===== src/rtl/i2s_master.sv =====
// ---------------------------------------------------------------------------
// i2s_master
//
// The FPGA drives the audio clocks (bclk, lrclk) for an ADAU1761-style codec.
// The module sends stereo DAC samples on sdata_o and receives stereo ADC
// samples from sdata_i. Each stereo word holds left in the upper BIT_DEPTH
// bits and right in the lower BIT_DEPTH bits.
//
// Ports
//   clk, reset        system clock; synchronous active-high reset
//   enabled           run/stop for clock generation and serial I/O
//   bclk, lrclk       bit clock and word clock (lrclk 0 = left), registered
//   sdata_o           serial DAC data, registered
//   sdata_i           serial ADC data (asynchronous, synchronized here)
//   dac_sample_*      AXI-stream slave: stereo word to transmit
//   adc_sample_*      AXI-stream master: stereo word received
//   underrun          one-cycle pulse: frame started with the DAC buffer empty
//   overrun           one-cycle pulse: an unaccepted ADC word was overwritten
// ---------------------------------------------------------------------------
module i2s_master #(
  parameter int BIT_DEPTH    = 24,
  parameter int CLK_PER_BCLK = 32,
  parameter int SLOTS        = 32
) (
  input  logic                   clk,
  input  logic                   reset,
  input  logic                   enabled,
  output logic                   bclk,
  output logic                   lrclk,
  output logic                   sdata_o,
  input  logic                   sdata_i,
  input  logic [2*BIT_DEPTH-1:0] dac_sample_data,
  input  logic                   dac_sample_valid,
  output logic                   dac_sample_ready,
  output logic [2*BIT_DEPTH-1:0] adc_sample_data,
  output logic                   adc_sample_valid,
  input  logic                   adc_sample_ready,
  output logic                   underrun,
  output logic                   overrun
);

  localparam int W     = 2 * BIT_DEPTH;
  localparam int DIV_W = $clog2(CLK_PER_BCLK);
  localparam int BIT_W = $clog2(2 * SLOTS);

  localparam logic [DIV_W-1:0] DIV_LAST = DIV_W'(CLK_PER_BCLK - 1);
  localparam logic [DIV_W-1:0] DIV_RISE = DIV_W'(CLK_PER_BCLK / 2 - 1);
  localparam logic [BIT_W-1:0] BIT_LAST = BIT_W'(2 * SLOTS - 1);
  localparam logic [BIT_W-1:0] SLOTS_B  = BIT_W'(SLOTS);

  logic [DIV_W-1:0] div_cnt_reg;
  logic [BIT_W-1:0] bit_cnt_reg;
  logic [BIT_W-1:0] bit_cnt_next;
  logic [1:0]       sync_reg;
  logic [W-1:0]     tx_word_reg;
  logic [W-1:0]     rx_shift_reg;
  logic [W-1:0]     dac_buf_reg;
  logic             rx_primed_reg;

  logic             rise_tick;
  logic             fall_tick;
  logic             frame_start;

  // Per-slot lookup tables over the whole frame (index = bit_cnt):
  // tx_slot_bits is the bit to drive in that slot, rx_slot_mask marks the
  // slots whose bits are captured. Slot 0 of each half is the one-bclk I2S
  // delay after the lrclk edge, so data occupies slots 1..BIT_DEPTH.
  logic [2*SLOTS-1:0] tx_slot_bits;
  logic [2*SLOTS-1:0] rx_slot_mask;

  for (genvar gi = 0; gi < 2 * SLOTS; gi++) begin : g_slot
    localparam int S       = gi % SLOTS;
    localparam int CH_BASE = (gi >= SLOTS) ? 0 : BIT_DEPTH;
    if (S >= 1 && S <= BIT_DEPTH) begin : g_data
      assign tx_slot_bits[gi] = tx_word_reg[CH_BASE + BIT_DEPTH - S];
      assign rx_slot_mask[gi] = 1'b1;
    end else begin : g_pad
      assign tx_slot_bits[gi] = 1'b0;
      assign rx_slot_mask[gi] = 1'b0;
    end
  end

  assign rise_tick    = enabled && (div_cnt_reg == DIV_RISE);
  assign fall_tick    = enabled && (div_cnt_reg == DIV_LAST);
  assign bit_cnt_next = (bit_cnt_reg == BIT_LAST) ? '0 : bit_cnt_reg + 1'b1;
  assign frame_start  = fall_tick && (bit_cnt_next == '0);

  // Two-flop synchronizer for the asynchronous ADC data line.
  always_ff @(posedge clk) begin
    if (reset) begin
      sync_reg <= '0;
    end else begin
      sync_reg <= {sync_reg[0], sdata_i};
    end
  end

  // Clock generation and serial shifting. While stopped, the counters park
  // on the last count of the frame so the first enabled cycle is a fall tick
  // that starts a fresh left-channel frame.
  always_ff @(posedge clk) begin
    if (reset) begin
      div_cnt_reg  <= DIV_LAST;
      bit_cnt_reg  <= BIT_LAST;
      bclk         <= 1'b0;
      lrclk        <= 1'b0;
      sdata_o      <= 1'b0;
      rx_shift_reg <= '0;
    end else if (!enabled) begin
      div_cnt_reg  <= DIV_LAST;
      bit_cnt_reg  <= BIT_LAST;
      bclk         <= 1'b0;
      lrclk        <= 1'b0;
      sdata_o      <= 1'b0;
    end else begin
      div_cnt_reg <= (div_cnt_reg == DIV_LAST) ? '0 : div_cnt_reg + 1'b1;
      if (rise_tick) begin
        bclk <= 1'b1;
        if (rx_slot_mask[bit_cnt_reg]) begin
          rx_shift_reg <= {rx_shift_reg[W-2:0], sync_reg[1]};
        end
      end
      if (fall_tick) begin
        bclk        <= 1'b0;
        bit_cnt_reg <= bit_cnt_next;
        lrclk       <= (bit_cnt_next >= SLOTS_B);
        sdata_o     <= tx_slot_bits[bit_cnt_next];
      end
    end
  end

  // DAC side: one-entry buffer; ready doubles as the "buffer empty" flag.
  // The frame-start load looks at the buffer as it was at the start of the
  // cycle, so a beat accepted on the boundary waits for the following frame.
  always_ff @(posedge clk) begin
    if (reset) begin
      dac_buf_reg      <= '0;
      dac_sample_ready <= 1'b1;
      tx_word_reg      <= '0;
      underrun         <= 1'b0;
    end else begin
      underrun <= 1'b0;
      if (frame_start) begin
        if (!dac_sample_ready) begin
          tx_word_reg <= dac_buf_reg;
        end else begin
          tx_word_reg <= '0;
          underrun    <= 1'b1;
        end
      end
      if (dac_sample_ready && dac_sample_valid) begin
        dac_buf_reg      <= dac_sample_data;
        dac_sample_ready <= 1'b0;
      end else if (frame_start && !dac_sample_ready) begin
        dac_sample_ready <= 1'b1;
      end
    end
  end

  // ADC side: publish the finished frame at each boundary, except for the
  // first boundary after reset/enable, whose preceding frame was never
  // captured. A publish in the same cycle as a handshake keeps valid high.
  always_ff @(posedge clk) begin
    if (reset) begin
      adc_sample_data  <= '0;
      adc_sample_valid <= 1'b0;
      rx_primed_reg    <= 1'b0;
      overrun          <= 1'b0;
    end else begin
      overrun <= 1'b0;
      if (!enabled) begin
        rx_primed_reg <= 1'b0;
      end else if (frame_start) begin
        rx_primed_reg <= 1'b1;
      end
      if (frame_start && rx_primed_reg) begin
        adc_sample_data  <= rx_shift_reg;
        adc_sample_valid <= 1'b1;
        overrun          <= adc_sample_valid && !adc_sample_ready;
      end else if (adc_sample_valid && adc_sample_ready) begin
        adc_sample_valid <= 1'b0;
      end
    end
  end

endmodule

===== config.mk =====
export PLATFORM = sky130hd
export DESIGN_NAME = i2s_master
export DESIGN_NICKNAME = d
export VERILOG_FILES = /design/src/rtl/i2s_master.sv
export SDC_FILE = /design/constraint.sdc
export NUM_CORES = 1
export LEC_CHECK = 0
export CAP_MARGIN = 0
export CORE_MARGIN = 3
export CORE_UTILIZATION = 25
export DETAILED_ROUTE_END_ITERATION = 7
export PLACE_DENSITY_LB_ADDON = 0.08
export SLEW_MARGIN = 20
export SYNTH_ARGS = -nofsm -noshare
export SYNTH_HDL_FRONTEND = slang
export SYNTH_SLANG_ARGS = --single-unit

===== constraint.sdc =====
create_clock -name clk -period 6.7 [get_ports clk]
set_clock_uncertainty 0.15 [all_clocks]
set_input_delay 0.67 -clock clk [delete_from_list [all_inputs] [get_ports clk]]
set_output_delay 0.67 -clock clk [all_outputs]
set_load 0.01 [all_outputs]

---- Word level (Yosys, flattened, before mapping) ----
Memories as Yosys holds them, arrays and structs flattened. A register that Yosys moved wholly into a read port is not among the register bits.
Cells that the tools add are included.
word-level totals
  bits of input ports ..................... 54
  word-level logic and storage cells ...... 58
  memories kept ........................... 1
  bits in latches ......................... 0
  memory bits (writable) .................. 0
  ROM bits ................................ 64
  output and inout bits ................... 55
  bits in registers ....................... 213
operators by class
  divide/modulo/power cells ............... 0
  shift-type cells ........................ 0
  mux-type cells .......................... 13
  $mul .................................... 0
  $add $sub $neg .......................... 2
  reductions and logical operators ........ 18
  bitwise operators ....................... 3
  magnitude comparators ................... 3
  eq/ne operators ......................... 3
memory list
  name              depth  bits a word  rd ports  clocked after Yosys merged registers in  write ports  line  RTL
  (name not given)  64     1            1         1                                        0            118   if (rx_slot_mask[bit_cnt_reg]) begin
operators by type and width
  kind                   count
  $mux W48               1
  $mux W6                3
  $lt A6 B7 Y1 const B   2
  $logic_and A1 B1 Y1    8
  $mux W1                7
  $add A6 B1 Y6 const B  1
  $bmux W1 S6            1
  $eq A6 B6 Y1 const B   1
  $ge A6 B6 Y1 const B   1
  $logic_not A6 Y1       1
  $reduce_or A2 Y1       3
  $add A5 B1 Y5 const B  1
  $eq A5 B4 Y1 const B   1
  $eq A5 B5 Y1 const B   1
  $mux W5                1
  $reduce_bool A2 Y1     2
  $not A1 Y1             3
  $reduce_and A3 Y1      1
  $reduce_or A3 Y1       1
  $logic_not A1 Y1       2

---- Logic depth before layout (Yosys ltp) ----
Gate-level depths: netlist (run 1).
  word-level depth ........................ 7
  mapped depth ............................ 12
  mapped depth without buffers ............ 9

---- Least setup slack after synthesis (run 1) ----
OpenSTA, ideal clock, no wires.
  kind .................................... flip-flop to flip-flop
  from .................................... register bit_cnt_reg[0]
  to ...................................... register adc_sample_data[28]
  setup time .............................. 0.132 ns
  required time ........................... 6.418 ns
  stages on the path, launching flop included .. 12
  buffers on the path ..................... 4
  period minus slack after synthesis ...... 2.697 ns
  arrival time ............................ 2.415 ns
  setup slack ............................. 4.003 ns
  path through ............................ dfxtp_1 ha_1 buf_2 nand2_1 a21o_1 a211o_1 or4_1 clkbuf_1 buf_6 buf_6 nand2_1 a21oi_1
between the ends
  word-level cells in the longest chain between the ends .. 5
  elaborated cells on any way between the ends .. 6
  classes of those cells .................. add/sub: 1; eq/ne: 1; mux: 1; reduce/logical: 3
RTL lines
  item                                                  line  RTL
  start: declaration                                    52    logic [BIT_W-1:0] bit_cnt_reg;
  start signal: assignment                              124   bit_cnt_reg <= bit_cnt_next;
  $add A6 B1 Y6 / $eq A6 B6 Y1 (equally long branches)  85    assign bit_cnt_next = (bit_cnt_reg == BIT_LAST) ? '0 : bit_cnt_reg + 1'b1;
  $mux W6 *                                             85
  $logic_not A6 Y1 *                                    86    assign frame_start = fall_tick && (bit_cnt_next == '0);
  $logic_and A1 B1 Y1 *                                 86
  $logic_and A1 B1 Y1 *                                 175   if (frame_start && rx_primed_reg) begin
  end signal: assignment                                176   adc_sample_data <= rx_shift_reg;
  end: declaration                                      35    output logic [2*BIT_DEPTH-1:0] adc_sample_data,
Every way passes the cells marked *; elsewhere a longest branch is shown, timed or not.
A chain may end at the register's enable or synchronous reset.

---- Worst setup path in the final report (run 1) ----
  from .................................... register bit_cnt_reg[0]
  to ...................................... register sdata_o
between the ends
  word-level cells in the longest chain between the ends .. 4
  elaborated cells on any way between the ends .. 5
  classes of those cells .................. add/sub: 1; eq/ne: 1; mux: 3
RTL lines
  item                                                  line  RTL
  $add A6 B1 Y6 / $eq A6 B6 Y1 (equally long branches)  85
  $mux W6 *                                             85
  $bmux W1 S6 *                                         126   sdata_o <= tx_slot_bits[bit_cnt_next];
  $mux W1 (not written as such) *                       126
  end signal: assignment                                126
  end: declaration                                      30    output logic sdata_o,
Every way passes the cells marked *; elsewhere a longest branch is shown, timed or not. The select of a mux whose other input is x is not followed.

==> flow_summary.toml, run 1 <==
[placed_design]
gp_congestion = 0.796
place_area_um2 = 9700
dp_hpwl_mm = 13.5
numPortBuffers = 108
place_inst = 1520

[synth]
syn_nets = 1100
synth-seq-cells = 214
syn_inst = 1041
netlist_area_um2 = 8310
syn_area_per_cell_um2 = 7.98
synthArstFlopShare_pct = 0
synth_top_area_cell = "dfxtp_1"
synth_top_cell_area_share_pct = 51.6
synthFlopType = "dfxtp_1"
synth_cell_types = 48
synth_warnings = 0
ys_top_cells_by_area = "dfxtp_1 52%, nand2_1 17%, a21oi_1 12%"
yosysSeqAreaShare_pct = 51.6
synth_edf_count = 0

[critical_path]
path_class = "flop to flop"
required_ns = 6.94
critPathMaxFanout = 15
arrival_ns = 3.77
crit_path_start_kind = "flop"
cp-end-kind = "flop"

[finish]
layoutNonFillerInstCount = 1567
drive_above_1_share_pct = 5.33
stdcell_area_um2 = 10600
utilization_pct = 32.4
syn2layout_area_growth_pct = 27.1
antenna_cells = 0
layout.nets = 1165
final_common_cell = "nand2_1"
layout_common_cells = "366 x nand2_1, 214 x dfxtp_1, 196 x a21oi_1, 107 x clkdlybuf4s50_1, 48 x nand3b_1"

[outcome]
status = "complete, no violations"

[global_route]
grt_pass1_wl_mm = 37.3
grt_use_total_pct = 12.5
gr-total-overflow = 0
grt_pass1_vias = 7122
antenna_found_initial = 1
grt_start_max_net_pins = 83

[timing]
rsz0062_at_grt = "no"
hold_viol = 0
fmax_mhz = 283
setup_tns_ns = 0
finalSetupViolations = 0
tightest_slew_ns = 1.03
fin_crit_sh_pct = 52.7
fin_crit_ns = 3.53
slew_violations = 0
relSlewSlack_pct = 31.4

[routing]
drt_iter0_markers = 300
wl_mm = 22.3
ant_nets = 0
drt_drc_violations_left = 0
vias = 6982
dr.pass1.iters = 7
wire_per_inst_um = 14.2
drt-vias-per-instance = 4.46

[power_and_ir_drop]
p_leak_nw = 3.56
power_density_nw_per_um2 = 282
peakVddDrop_mv = 0.208
total_power_mw = 2.98

[clock_tree]
h-tree-depth = 1
clock-root-buffer = "clkbuf_16"
cts_resized = 0
ctsHoldBuffers = 0
cts_tree = "built"
clk_pin_slew_worst_paths_ns = 0.06
numClockSinks = 214
numCtsBuffers = 26
cts_buffer_depth = 3
worstSkewPairLatency_ns = 0.53
cts_setup_buffers = 0

[job]
drv_cap = 0

[die]
rows = 66
design.core.area_um2 = 32600
start_util_pct = 25.5
die_w_um = 188
boundaryPins = 109
die_h_um = 188
dieArea_um2 = 35400

[hold_path]
hp-class = "flop to flop"
==> synth_stat cells (5+ instances only) <==
cell type	number
a21oi_1	196
o21ai_0	13
ha_1	5
mux2i_1	11
nand3_1	10
nor2_1	10
clkbuf_1	62
buf_2	13
nand2_1	366
dfxtp_1	214
a211oi_1	5
nand3b_1	48
inv_1	8
and3_1	7
xnor2_1	5
nor3_1	9
==> metrics by stage <==
step                      hold slack [ns]  setup slack, ns
final                               0.286             3.17
after global routing                0.311             2.90
after CTS                           0.287             3.15
after detailed placement            0.274             3.17
after global placement              0.277             3.18
after floorplan                     0.264             4.00
==> worst max-delay path: stages (launching register included) <==
cell	delay [ns]
dfxtp_1	0.53
ha_1	0.38
nand3_1	0.35
o21ai_2	0.80
mux4_2	0.62
o2111a_1	0.26
a211oi_1	0.23
a211oi_1	0.08
==> layout make-up <==
cell class | count | area (um2)
multi-input cells | 738 | 3690
inverters | 8 | 30.0
clock inverters | 9 | 87.6
repair buffers | 118 | 1160
flip-flops and latches | 214 | 4280
fillers | 3536 | 22100
well taps | 442 | 553
clock buffers | 38 | 756
==> logic make-up (layout without fill, tap and decap cells) <==
logic type                 Yosys count  in the layout  synth area share [%]
AOI/OAI and AO/OA                  246            246                  16.3
xor gates and xnor gates             7              7                 0.738
adders and majority gates            5              5                 0.753
buffers and inverters               89            173                  4.40
DFF                                214            214                  51.6
muxes                               12             12                  1.60
and+or+nand+nor                    468            468                  24.6
==> power by group <==
group	internal (mW)	total, mW	switching, mW
Clock	0.820	1.37	0.552
Sequential	1.30	1.32	0.0219
Combinational	0.102	0.281	0.180
Total	2.22	2.98	0.753
==> per-layer routing <==
layer	GRT usage, %	routed length [um]	vias up
li1	-	-	3608
met1	16.3	10800	3229
met2	21.4	10100	111
met3	2.12	831	34
met4	3.26	522	0
met5	0	0	-
==> final timing paths <==
| path | slack (ns) | start | cells after the start | to |
|---|---|---|---|---|
| worst min register to register | 0.29 | sync_reg[0] | 1 | sync_reg[1] |
| worst max-delay path | 3.17 | bit_cnt_reg[0] | 7 | sdata_o |
| worst min-delay path | 0.29 | sync_reg[0] | 1 | sync_reg[1] |
| worst max register to register | 3.17 | bit_cnt_reg[0] | 7 | sdata_o |
No activity file was read; power rests on OpenSTA's default activity.
==> run 2: changes to the inputs <==
==> constraint.sdc (replaced) <==
create_clock -name clk -period 3.2 [get_ports clk]
set_clock_uncertainty 0.15 [all_clocks]
set_input_delay 0.32 -clock clk [delete_from_list [all_inputs] [get_ports clk]]
set_output_delay 0.32 -clock clk [all_outputs]
set_load 0.01 [all_outputs]
==> run 2 against run 1 <==
Compared with the run above: sequential power up 110%; clock power grew 95%; critical path type unchanged; die area stayed put; worst hold slack got worse by 0.22 ns; worst setup slack lost 2.9 ns; sequential share of layout area is 0.25 points lower; largest cell class unchanged; critical endpoint is now adc_sample_data[37]; via count rose by 0.79%.
==> flow_summary.toml, run 2 (synthesis results as in run 1) <==
[timing]
fmax_mhz = 336
fin_crit_sh_pct = 92.9
rsz0062_at_grt = "no"
tightest_slew_ns = 0.705
fin_crit_ns = 2.97
setup_tns_ns = 0
relSlewSlack_pct = 53.0
hold_viol = 0
slew_violations = 0
finalSetupViolations = 0

[die]
boundaryPins = 109
die_w_um = 188
start_util_pct = 25.5
design.core.area_um2 = 32600
die_h_um = 188
dieArea_um2 = 35400
rows = 66

[critical_path]
reg2reg_depth = 8
required_ns = 3.42
r2r_end = "adc_sample_data[37]"
crit_path_start_kind = "flop"
arrival_ns = 3.19
path_class = "flop to flop"
startpoint = "bit_cnt_reg[0]"
cp-end-kind = "flop"
r2r_start = "bit_cnt_reg[0]"
r2r_setup_slack_ns = 0.23
crit_end = "adc_sample_data[37]"
critPathMaxFanout = 49

[routing]
wire_per_inst_um = 13.8
wl_mm = 21.9
ant_nets = 0
drt_iter0_markers = 300
drt_drc_violations_left = 0
drt-vias-per-instance = 4.46
dr.pass1.iters = 4
vias = 7037

[finish]
syn2layout_area_growth_pct = 27.9
final_common_cell = "nand2_1"
layoutNonFillerInstCount = 1579
antenna_cells = 0
layout.nets = 1179
stdcell_area_um2 = 10600
drive_above_1_share_pct = 6.16
layout_common_cells = "366 x nand2_1, 214 x dfxtp_1, 196 x a21oi_1, 107 x clkdlybuf4s50_1, 48 x nand3b_1"

[placed_design]
gp_congestion = 0.809
dp_hpwl_mm = 13.8
numPortBuffers = 108
place_inst = 1535
place_area_um2 = 9850

[global_route]
grt_start_max_net_pins = 143
grt_pass1_wl_mm = 36.3
grt_pass1_vias = 6814
antenna_found_initial = 0
gr-total-overflow = 0
grt_use_total_pct = 12.2

[clock_tree]
numCtsBuffers = 25
cts_setup_buffers = 0
numClockSinks = 214
worstSkewPairLatency_ns = 0.52
clk_pin_slew_worst_paths_ns = 0.06
ctsHoldBuffers = 0
cts_buffer_depth = 3
cts_resized = 0
h-tree-depth = 1
clock-root-buffer = "clkbuf_16"
cts_tree = "built"

[power_and_ir_drop]
p_leak_nw = 3.60
power_density_nw_per_um2 = 571
peakVddDrop_mv = 0.342
total_power_mw = 6.06

[outcome]
status = "complete, no violations"

[job]
drv_cap = 0

[hold_path]
hp-class = "input port to flop"
## run 2: layout make-up
cell class              count  area (um2)
inverters                   8        30.0
flip-flops and latches    214        4280
fillers                  3566       22000
repair buffers            133        1310
clock inverters             6        42.5
clock buffers              38         724
multi-input cells         738        3680
well taps                 442         553
## run 2: metal layers
layer | wire, um | track usage, %
met1 | 10400 | 16.3
met2 | 10200 | 20.6
met3 | 859 | 2.07
met4 | 432 | 2.71
met5 | 0 | 0
## run 2: worst min-delay path by stage
stage                     cells past startpoint                  end         from  slack, ns
after CTS                                     2  adc_sample_data[13]        reset       0.05
final                                         2  adc_sample_data[16]        reset       0.07
after global routing                          2  adc_sample_data[11]        reset       0.08
after floorplan                               1          sync_reg[1]  sync_reg[0]       0.26
after global placement                        1          sync_reg[1]  sync_reg[0]       0.27
after detailed placement                      1          sync_reg[1]  sync_reg[0]       0.28
## run 2: critical path: stages (launching register included)
cell	delay, ns
dfxtp_1	0.52
ha_1	0.22
nand2_1	0.12
a21o_1	0.23
a211o_1	0.38
or4_2	0.66
buf_4	0.32
nand2_1	0.14
a21oi_1	0.06
## run 2: report_power, final
| group | internal (mW) | total (mW) | switching (mW) |
|---|---|---|---|
| Clock | 1.56 | 2.67 | 1.11 |
| Sequential | 2.73 | 2.77 | 0.0469 |
| Combinational | 0.243 | 0.619 | 0.376 |
| Total | 4.53 | 6.06 | 1.53 |
## run 2: through the flow
stage          util, %  worst slack, ns  hold WS, ns
6_report          32.6            0.228       0.0681
2_1_floorplan        -            0.503        0.264
3_5_place_dp      30.2            0.233        0.278
4_1_cts           32.6            0.219       0.0499
5_1_grt           32.6           0.0871       0.0762
3_3_place_gp      30.2            0.284        0.273
==> run 3: changes to the inputs <==
--- a/config.mk
+++ b/config.mk
@@ -6,6 +6,7 @@
 export NUM_CORES = 1
 export LEC_CHECK = 0
 export CAP_MARGIN = 0
+export CORE_ASPECT_RATIO = 1.5
 export CORE_MARGIN = 3
 export CORE_UTILIZATION = 25
 export DETAILED_ROUTE_END_ITERATION = 7
@@ -14,3 +15,4 @@
 export SYNTH_ARGS = -nofsm -noshare
 export SYNTH_HDL_FRONTEND = slang
 export SYNTH_SLANG_ARGS = --single-unit
+export TNS_END_PERCENT = 50
==> run 3 against run 2 <==
Compared with the run above: design area fell by 0.74%; worst setup slack improved by 0.090 ns; sequential power barely moved.
==> flow_summary.toml, run 3 (synthesis results as in run 1) <==
[outcome]
status = "complete, no violations"

[timing]
hold_viol = 0
tightest_slew_ns = 1.06
finalSetupViolations = 0
rsz0062_at_grt = "no"
fin_crit_sh_pct = 90.1
setup_tns_ns = 0
fmax_mhz = 347
relSlewSlack_pct = 29.5
slew_violations = 0
fin_crit_ns = 2.88

[finish]
stdcell_area_um2 = 10500
final_common_cell = "nand2_1"
layout.nets = 1179
layout_common_cells = "366 x nand2_1, 214 x dfxtp_1, 196 x a21oi_1, 107 x clkdlybuf4s50_1, 48 x nand3b_1"
antenna_cells = 0
layoutNonFillerInstCount = 1548
drive_above_1_share_pct = 5.91
syn2layout_area_growth_pct = 26.9

[clock_tree]
cts_resized = 0
h-tree-depth = 1
clock-root-buffer = "clkbuf_16"
clk_pin_slew_worst_paths_ns = 0.06
cts_tree = "built"
numClockSinks = 214
ctsHoldBuffers = 1
cts_setup_buffers = 0
worstSkewPairLatency_ns = 0.51
cts_buffer_depth = 3
numCtsBuffers = 23

[power_and_ir_drop]
p_leak_nw = 3.58
peakVddDrop_mv = 0.286
power_density_nw_per_um2 = 561
total_power_mw = 5.91

[global_route]
grt_pass1_vias = 7109
grt.met3_usage_pct = 1.85
grt_start_max_net_pins = 96
gr-total-overflow = 0
grt_use_total_pct = 12.3
grt_pass1_wl_mm = 36.4
antenna_found_initial = 0
grtUsageMet2_pct = 22.0
grt_most_used_layer = "met2"
grt.met1_usage_pct = 15.2

[routing]
drt_iter0_markers = 254
drt-vias-per-instance = 4.58
wire_per_inst_um = 14.4
wl_mm = 22.2
ant_nets = 0
dr.pass1.iters = 4
drt_drc_violations_left = 0
vias = 7086

[hold_path]
hp-class = "input port to flop"

[placed_design]
place_area_um2 = 9830
place_inst = 1509
dp_hpwl_mm = 14.3
numPortBuffers = 108
gp_congestion = 0.791

[critical_path]
required_ns = 3.40
path_class = "flop to flop"
cp-end-kind = "flop"
arrival_ns = 3.08
critPathMaxFanout = 49
crit_path_start_kind = "flop"

[job]
drv_cap = 0

[die]
rows = 81
dieArea_um2 = 35500
die_w_um = 155
boundaryPins = 109
design.core.area_um2 = 32700
die_h_um = 229
start_util_pct = 25.4
run 3: final timing paths:
kind                        from            endpoint  slack, ns  cells after the start
min          dac_sample_data[20]     dac_buf_reg[20]       0.20                      3
max               bit_cnt_reg[2]  adc_sample_data[2]       0.32                      7
max reg2reg       bit_cnt_reg[2]  adc_sample_data[2]       0.32                      7
min reg2reg          sync_reg[1]     rx_shift_reg[0]       0.28                      2
run 3: final cells by class:
class,instances,area [um2]
Clock inverter,2,10.0
Multi-Input combinational cell,738,3680
Inverter,8,30.0
Timing Repair Buffer,135,1330
Sequential cell,214,4280
Clock buffer,36,694
Tap cell,415,519
Fill cell,3547,22200
run 3: through the flow:
step	setup WS (ns)	hold WS (ns)	util, %
after floorplan	0.503	0.264	-
after global placement	0.371	0.281	30.0
after detailed placement	0.318	0.280	30.0
after CTS	0.307	0.178	32.2
after global routing	0.0969	0.184	32.2
final	0.318	0.205	32.2
run 3: critical path, cell delays in order, from the launching register on:
cell and delay [ns]:
dfxtp_1 0.56, nand2_1 0.19, a21o_1 0.23, a211o_1 0.38
or4_2 0.66, buf_4 0.32, nand2_1 0.14, a21oi_1 0.06
run 3: metal layers:
metal / routed length [um] / vias up / share of wire, %
li1: - / 3633 / -
met1: 9970 / 3319 / 45
met2: 11100 / 112 / 50
met3: 767 / 22 / 3.4
met4: 373 / 0 / 1.7
met5: 0 / - / 0
run 3: where the power goes:
group	internal, mW	switching [mW]
logic	0.246	0.384
clock network	1.47	1.04
registers	2.73	0.0424
total	4.45	1.46
